==> src/rtl/alu_pkg.sv <==
// Opcodes, ZCFNL flag bit positions and state encoding shared by seq_alu and its shifter.
// The MUL state is only present when SEQ_ALU_MUL_EN is defined.
package alu_pkg;

  localparam logic [3:0] OP_NOP  = 4'd0;
  localparam logic [3:0] OP_AND  = 4'd1;
  localparam logic [3:0] OP_OR   = 4'd2;
  localparam logic [3:0] OP_XOR  = 4'd3;
  localparam logic [3:0] OP_NOT  = 4'd4;
  localparam logic [3:0] OP_ADD  = 4'd5;
  localparam logic [3:0] OP_ADDU = 4'd6;
  localparam logic [3:0] OP_ADDC = 4'd7;
  localparam logic [3:0] OP_SUB  = 4'd9;
  localparam logic [3:0] OP_CMP  = 4'd11;
  localparam logic [3:0] OP_LSH  = 4'd12;
  localparam logic [3:0] OP_RSH  = 4'd13;
  localparam logic [3:0] OP_ARSH = 4'd14;
  localparam logic [3:0] OP_MUL  = 4'd15;

  localparam int FLG_Z = 4;
  localparam int FLG_C = 3;
  localparam int FLG_F = 2;
  localparam int FLG_N = 1;
  localparam int FLG_L = 0;

`ifdef SEQ_ALU_MUL_EN
  typedef enum logic [1:0] {ST_IDLE, ST_SHIFT, ST_MUL} state_e;
`else
  typedef enum logic [1:0] {ST_IDLE, ST_SHIFT} state_e;
`endif

endpackage

==> src/rtl/alu_shift_unit.sv <==
// Iterative one-bit-per-cycle shifter. The first bit is shifted on load, so done rises
// in the cycle the n-th shifted value is held in data_out.
module alu_shift_unit #(
  parameter int WIDTH = 16,
  parameter int SHW   = $clog2(WIDTH)
) (
  input  logic             clk,
  input  logic             reset_n,
  input  logic             load,
  input  logic             dir,
  input  logic             arith,
  input  logic [SHW-1:0]   amount,
  input  logic [WIDTH-1:0] data_in,
  output logic             done,
  output logic [WIDTH-1:0] data_out
);

  logic [WIDTH-1:0] data_q;
  logic [SHW-1:0]   cnt_q;
  logic             run_q, dir_q, arith_q;

  // dir=1 shifts right; arith replicates the MSB on right shifts
  function automatic logic [WIDTH-1:0] step1(input logic [WIDTH-1:0] d,
                                             input logic rt, input logic ar);
    if (rt) return {ar & d[WIDTH-1], d[WIDTH-1:1]};
    else    return {d[WIDTH-2:0], 1'b0};
  endfunction

  always_ff @(posedge clk or negedge reset_n) begin
    if (!reset_n) begin
      data_q  <= '0;
      cnt_q   <= '0;
      run_q   <= 1'b0;
      dir_q   <= 1'b0;
      arith_q <= 1'b0;
    end else if (load) begin
      data_q  <= step1(data_in, dir, arith);
      cnt_q   <= amount - SHW'(1);
      run_q   <= 1'b1;
      dir_q   <= dir;
      arith_q <= arith;
    end else if (run_q) begin
      if (cnt_q == '0) begin
        run_q <= 1'b0;
      end else begin
        data_q <= step1(data_q, dir_q, arith_q);
        cnt_q  <= cnt_q - SHW'(1);
      end
    end
  end

  assign done     = run_q && (cnt_q == '0);
  assign data_out = data_q;

endmodule

==> src/rtl/seq_alu.sv <==
// Registered ALU with valid/ready handshake, persistent ZCFNL flags and iterative shifts.
// Define SEQ_ALU_MUL_EN to enable the shift-add multiplier on op 15.
module seq_alu
  import alu_pkg::*;
#(
  parameter int WIDTH = 16,
  parameter int SHW   = $clog2(WIDTH)
) (
  input  logic             clk,
  input  logic             reset_n,
  input  logic             in_valid,
  output logic             in_ready,
  input  logic [3:0]       op,
  input  logic [WIDTH-1:0] a,
  input  logic [WIDTH-1:0] b,
  output logic             out_valid,
  input  logic             out_ready,
  output logic [WIDTH-1:0] result,
  output logic [4:0]       flags,
  output logic             busy
);

  localparam int M = WIDTH - 1;

  state_e           state_q, state_d;
  logic [WIDTH-1:0] result_q, result_d, alu_res, sh_data, mul_res;
  logic [4:0]       flags_q, flags_d, alu_flg, mul_flg;
  logic             out_valid_q, out_valid_d;
  logic             accept, is_shift, sh_load, sh_done, mul_load, mul_done, z_upd;
  logic [WIDTH:0]   sum_ab, sum_abc, diff_ab;
  logic [SHW-1:0]   sh_amt;

  assign in_ready = reset_n && (state_q == ST_IDLE) && (!out_valid_q || out_ready);
  assign accept   = in_valid && in_ready;
  assign sh_amt   = b[SHW-1:0];
  assign is_shift = (op == OP_LSH) || (op == OP_RSH) || (op == OP_ARSH);
  assign sh_load  = accept && is_shift && (sh_amt != '0);

  assign sum_ab  = {1'b0, a} + {1'b0, b};
  assign sum_abc = sum_ab + {{WIDTH{1'b0}}, flags_q[FLG_C]};
  assign diff_ab = {1'b0, a} - {1'b0, b};

  alu_shift_unit #(.WIDTH(WIDTH), .SHW(SHW)) u_shift (
    .clk      (clk),
    .reset_n  (reset_n),
    .load     (sh_load),
    .dir      (op != OP_LSH),
    .arith    (op == OP_ARSH),
    .amount   (sh_amt),
    .data_in  (a),
    .done     (sh_done),
    .data_out (sh_data)
  );

`ifdef SEQ_ALU_MUL_EN
  logic [WIDTH-1:0]   mcand_q;
  logic [2*WIDTH-1:0] prod_q, prod_step;
  logic [SHW-1:0]     mul_cnt_q;
  logic [WIDTH:0]     mul_sum;

  // Right-shifting product register: high half accumulates, low half holds the multiplier
  assign mul_sum   = {1'b0, prod_q[2*WIDTH-1:WIDTH]} + (prod_q[0] ? {1'b0, mcand_q} : '0);
  assign prod_step = {mul_sum, prod_q[WIDTH-1:1]};
  assign mul_load  = accept && (op == OP_MUL);
  assign mul_done  = (state_q == ST_MUL) && (mul_cnt_q == '0);
  assign mul_res   = prod_step[WIDTH-1:0];
  assign mul_flg   = {(prod_step[WIDTH-1:0] == '0), |prod_step[2*WIDTH-1:WIDTH], 3'b000};

  always_ff @(posedge clk or negedge reset_n) begin
    if (!reset_n) begin
      mcand_q   <= '0;
      prod_q    <= '0;
      mul_cnt_q <= '0;
    end else if (mul_load) begin
      mcand_q   <= a;
      prod_q    <= {{WIDTH{1'b0}}, b};
      mul_cnt_q <= SHW'(WIDTH - 1);
    end else if (state_q == ST_MUL) begin
      prod_q    <= prod_step;
      mul_cnt_q <= mul_cnt_q - SHW'(1);
    end
  end
`else
  assign mul_load = 1'b0;
  assign mul_done = 1'b0;
  assign mul_res  = '0;
  assign mul_flg  = '0;
`endif

  // Single-cycle result and flags; NOP and illegal codes keep the current flags
  always_comb begin
    alu_res = '0;
    alu_flg = '0;
    z_upd   = 1'b1;
    case (op)
      OP_AND:  alu_res = a & b;
      OP_OR:   alu_res = a | b;
      OP_XOR:  alu_res = a ^ b;
      OP_NOT:  alu_res = ~a;
      OP_ADD: begin
        alu_res        = sum_ab[M:0];
        alu_flg[FLG_F] = (a[M] == b[M]) && (alu_res[M] != a[M]);
      end
      OP_ADDU: begin
        alu_res        = sum_ab[M:0];
        alu_flg[FLG_C] = sum_ab[WIDTH];
      end
      OP_ADDC: begin
        alu_res        = sum_abc[M:0];
        alu_flg[FLG_C] = sum_abc[WIDTH];
        alu_flg[FLG_F] = (a[M] == b[M]) && (alu_res[M] != a[M]);
      end
      OP_SUB: begin
        alu_res        = diff_ab[M:0];
        alu_flg[FLG_C] = diff_ab[WIDTH];
        alu_flg[FLG_F] = (a[M] != b[M]) && (alu_res[M] != a[M]);
      end
      OP_CMP: begin
        z_upd          = 1'b0;
        alu_flg[FLG_Z] = (a == b);
        alu_flg[FLG_N] = $signed(a) < $signed(b);
        alu_flg[FLG_L] = a < b;
      end
      OP_LSH, OP_RSH, OP_ARSH: alu_res = a;
      default: begin
        z_upd   = 1'b0;
        alu_flg = flags_q;
      end
    endcase
    if (z_upd) alu_flg[FLG_Z] = (alu_res == '0);
  end

  always_ff @(posedge clk or negedge reset_n) begin
    if (!reset_n) state_q <= ST_IDLE;
    else          state_q <= state_d;
  end

  always_comb begin
    state_d = state_q;
    case (state_q)
      ST_IDLE: begin
        if (sh_load)       state_d = ST_SHIFT;
        else if (mul_load) state_d = state_e'(2);
      end
      ST_SHIFT: if (sh_done) state_d = ST_IDLE;
      default:  if (mul_done) state_d = ST_IDLE;
    endcase
  end

  always_comb begin
    busy = (state_q != ST_IDLE);
  end

  // Output register: loaded by single-cycle accepts or when an iterative op finishes
  always_comb begin
    result_d    = result_q;
    flags_d     = flags_q;
    out_valid_d = out_valid_q && !out_ready;
    if (accept && !sh_load && !mul_load) begin
      result_d    = alu_res;
      flags_d     = alu_flg;
      out_valid_d = 1'b1;
    end else if (sh_done && (state_q == ST_SHIFT)) begin
      result_d    = sh_data;
      flags_d     = {(sh_data == '0), 4'b0000};
      out_valid_d = 1'b1;
    end else if (mul_done) begin
      result_d    = mul_res;
      flags_d     = mul_flg;
      out_valid_d = 1'b1;
    end
  end

  always_ff @(posedge clk or negedge reset_n) begin
    if (!reset_n) begin
      result_q    <= '0;
      flags_q     <= '0;
      out_valid_q <= 1'b0;
    end else begin
      result_q    <= result_d;
      flags_q     <= flags_d;
      out_valid_q <= out_valid_d;
    end
  end

  assign out_valid = out_valid_q;
  assign result    = result_q;
  assign flags     = flags_q;

endmodule

==> config.mk <==
export PLATFORM = sky130hd
export DESIGN_NAME = seq_alu
export DESIGN_NICKNAME = d
export VERILOG_FILES = /design/src/rtl/alu_pkg.sv /design/src/rtl/alu_shift_unit.sv /design/src/rtl/seq_alu.sv
export SDC_FILE = /design/constraint.sdc
export NUM_CORES = 1
export LEC_CHECK = 0
export ABC_AREA = 1
export ABC_CLOCK_PERIOD_IN_PS = 2200
export BUFFER_PORTS_ARGS = -buffer_cell sky130_fd_sc_hd__buf_2
export CELL_PAD_IN_SITES_DETAIL_PLACEMENT = 1
export CELL_PAD_IN_SITES_GLOBAL_PLACEMENT = 1
export CORE_ASPECT_RATIO = 1.75
export CORE_UTILIZATION = 39
export DETAILED_ROUTE_END_ITERATION = 6
export GPL_TIMING_DRIVEN = 0
export PLACE_DENSITY_LB_ADDON = 0.1
export SYNTH_ARGS = -nofsm -noshare
export SYNTH_HDL_FRONTEND = slang
export SYNTH_SLANG_ARGS = --single-unit
export TNS_END_PERCENT = 20
==> constraint.sdc <==
create_clock -name clk -period 2.2 [get_ports clk]
set_clock_uncertainty 0.2 [all_clocks]
set_input_delay 0.44 -clock clk [delete_from_list [all_inputs] [get_ports clk]]
set_output_delay 0.44 -clock clk [all_outputs]
set_load 0.02 [all_outputs]
==> metrics.txt <==
CP Max Fanout 4; Startpoint Class input port; r2r setup slk -0.54 ns; synthesized area between 6000 and 7000 sq um; number of clock sinks 46; ys async rst share 100%; WL per Instance around 21 microns; Reg power frac between 20 and 30%; worst r2r path cells 16; hold path depth 2; Net Count, Synth 1,097; Arrival @ worst endpoint between 2 and 3 ns; Top FF cell, synth dfrtp_1; Max VDD drop 0.406 mV; vias per std cell just under 6; filler instances ~2,000; Crit Reg-Reg Startpoint flags[3]$_DFFE_PN0P_; Slowest-stage cell, CP fa_2; Iter 0 DRT Violations between 200 and 300; Synth cell types 44; Sw Share 49.0%; core area around 15,000 sq um; Clock power frac around an eighth; post-synth top area share between 10% and 20%; Hold Crit Class input port to flip-flop; CTS root buf clkbuf_16; Int Pwr roughly 2.8 mW; status finished with violations; Crit path max-delay family simple AND/OR/NAND/NOR gates; crit path buf inv count 2; Post-DP HPWL around 22 mm; DIE WIDTH 97.0 microns; count leader, synth nand2_1; final hold violation count 0; initial antenna violation count 0; EDFF count, synth 0; synth cell count leaders nand2_1, inv_1, nor2_1; DR vias approximately 7,600; yosys warns 0; Crit. End Element flip-flop; Psw ~2.7 mW; clk slew on worst S/H paths approximately 0.06 ns; Initial Utilization 40.0%; Layout Nets roughly 1,200; Max-Cap Viols 0; top area cells in the synthesized netlist dfrtp_1, nand2_1, ha_1, inv_1, nand3_1; worst hold path startpoint out_ready; failing checks negative setup slack; vias in the first global route around 8,000; syn avg cell area ~6 sq um; Final WS setup -0.737 ns; CTS tree yes; Crit Reg-Reg Endpoint flags[4]$_DFFE_PN0P_; largest net degree at the start of global routing between 40 and 50; Setup Crit Path Kind input port to flip-flop; f_max 340 MHz; Die ar. roughly 16,000 sq um; Slew Limit Fails 0; leakage power roughly 4.0 nW; CP cell instances buf_8 -> ha_4 -> fa_2 -> ha_4 -> nand3_2 -> inv_2 -> nand3_4 -> nor2_4 -> nand3_4 -> nor2_4 -> nor2_1 -> o21ai_1 -> nand2_1 -> nor2_2 -> nand3_2 -> nor2_2 -> nand3_2 -> a21oi_2; placer's final routability congestion estimate 0.959; cell mode on critical path nand3_2; power per cell area a little under 700 nW/um^2; Worst slew margin 37.8%; grt ovf 0; Cells after Synth 1,003; Routed Antenna Nets 0; Clk Latency, worst-skew pair 0.29 ns; Non-Filler Instances ~1,300; H-Tree Depth 2; Diodes inserted 0; DR pass1 iterations 5; TritonCTS Buffers 5; area grow syn2layout 33.5%; detailed-route wire length about 28 mm; share of cells above drive strength 1 a little under a third; setup TNS -7.92 ns; #FFs+latches synth 46; Tmin final ~3 ns; Longest Clk Path Bufs 2; cell taking the most area after synthesis dfrtp_1; RSZ-0062 raised after global routing true; final setup violation count 22; first-pass GRT wire length 41.4 mm; DR DRC count 0; required time worst endpoint approximately 2.2 ns; register area share after synthesis a little under a fifth; Inst Count DP 1,252; slew at the pin closest to its max-slew limit 0.930 ns; Overall Global Routing Usage between 30% and 40%; WHS Endpoint out_valid$_DFF_PN0_; crit share post-route 134%; Gate power share between 50% and 60%; boundary pin count 64; Die H 168 microns; crit-path max cell delay 0.58 ns; num rows 60; I/O Buffers between 60 and 70
-- power by group through the flow --
stage | sequential [mW] | clock (mW) | combinational, mW
3_5_place_dp | 1.50 | 0 | 2.71
3_3_place_gp | 1.49 | 0 | 2.64
5_1_grt | 1.55 | 0.767 | 3.57
2_1_floorplan | 1.68 | 0 | 1.60
6_report | 1.50 | 0.737 | 3.29
4_1_cts | 1.50 | 0.745 | 2.97
-- state kept, by name, indices dropped and copies added (netlist names) --
| register | flops |
|---|---|
| u_shift.data_out | 16 |
| u_shift.run_q | 1 |
| flags | 5 |
| state_q | 1 |
| u_shift.cnt_q | 4 |
| u_shift.dir_q | 1 |
| result | 16 |
| out_valid | 1 |
| u_shift.arith_q | 1 |
-- per-layer routing --
metal	part of all wire [%]	global-route usage [%]
met1	36	33.3
met2	53	61.2
met3	3.1	1.95
met4	8.3	25.6
met5	0	0
-- worst max path at each step --
stage          startpoint                   end  depth (start not counted)
2_1_floorplan        a[0]  flags[3]$_DFFE_PN0P_                         17
3_3_place_gp         a[9]  flags[4]$_DFFE_PN0P_                         20
3_5_place_dp         a[9]  flags[4]$_DFFE_PN0P_                         20
4_1_cts              b[0]  flags[4]$_DFFE_PN0P_                         18
5_1_grt              b[0]  flags[3]$_DFFE_PN0P_                         18
6_report             a[0]  flags[4]$_DFFE_PN0P_                         18
-- timing repair --
item	4_1_cts	5_1_grt
pin swaps	38	51
gates resized for setup	134	123
hold buffers	2	0
setup buffers	26	26
hold endpoints to repair	46	0
endpoints found under the setup margin	47	40
gates cloned	1	1
-- cells in the final DEF, fill, tap and decap left out, drive strengths merged, types with 3 or more instances in the layout --
master / n
xor2: 5
o211ai: 37
inv: 141
a211oi: 4
nor2: 116
nor3: 5
nand3: 89
clkbuf: 19
a221oi: 4
a21o: 3
ha: 52
clkinv: 3
o21ai: 49
nand2: 310
o221ai: 16
dfrtp: 46
a21oi: 44
nor4: 4
buf: 134
o2111ai: 4
nand4: 19
o22ai: 11
-- metrics by stage --
step | hold WS [ns] | setup WS [ns] | power, mW | util [%] | instance area (sq um)
after floorplan | -0.0556 | -0.581 | 3.28 | - | 6180
after CTS | 0.143 | -0.679 | 5.22 | 49.1 | 7560
final | 0.139 | -0.737 | 5.53 | 53.4 | 8220
after global routing | 0.172 | -0.872 | 5.89 | 53.4 | 8220
after global placement | 0.261 | -1.33 | 4.14 | 43.7 | 6730
after detailed placement | 0.270 | -1.38 | 4.22 | 43.7 | 6730
-- cell type report --
class / count / area [sq um] / area share [%]
tap: 186 / 233 / 2.83
multi-input combinational: 784 / 5080 / 61.8
buffer: 28 / 218 / 2.65
sequential: 46 / 1150 / 14.0
timing repair buffer: 119 / 841 / 10.2
inverter: 144 / 563 / 6.85
clock buffer: 7 / 133 / 1.61
-- kinds of logic (layout without fill, tap and decap cells) --
logic type | count (synthesis) | count (layout) | synth area share, %
XOR/XNOR | 5 | 5 | 0.711
AND/OR/NAND/NOR | 544 | 544 | 39.0
AO/OA/AOI/OAI | 181 | 181 | 19.1
flip-flops | 46 | 46 | 18.7
adder cells (fa/ha/maj) | 54 | 54 | 11.2
buffers and inverters | 173 | 298 | 11.3
-- worst reg2reg max path, stage by stage (launching register included) --
cell,delay [ns]
dfrtp_1,0.51
ha_2,0.29
ha_4,0.15
nand3_2,0.09
inv_2,0.08
nand3_4,0.08
nor2_4,0.17
nand3_4,0.12
nor2_4,0.14
nor2_1,0.06
o21ai_1,0.07
nand2_1,0.10
nor2_2,0.14
nand3_2,0.11
nor2_2,0.14
nand3_2,0.11
a21oi_2,0.13
Note: power is estimated with default switching activity, not from simulation.
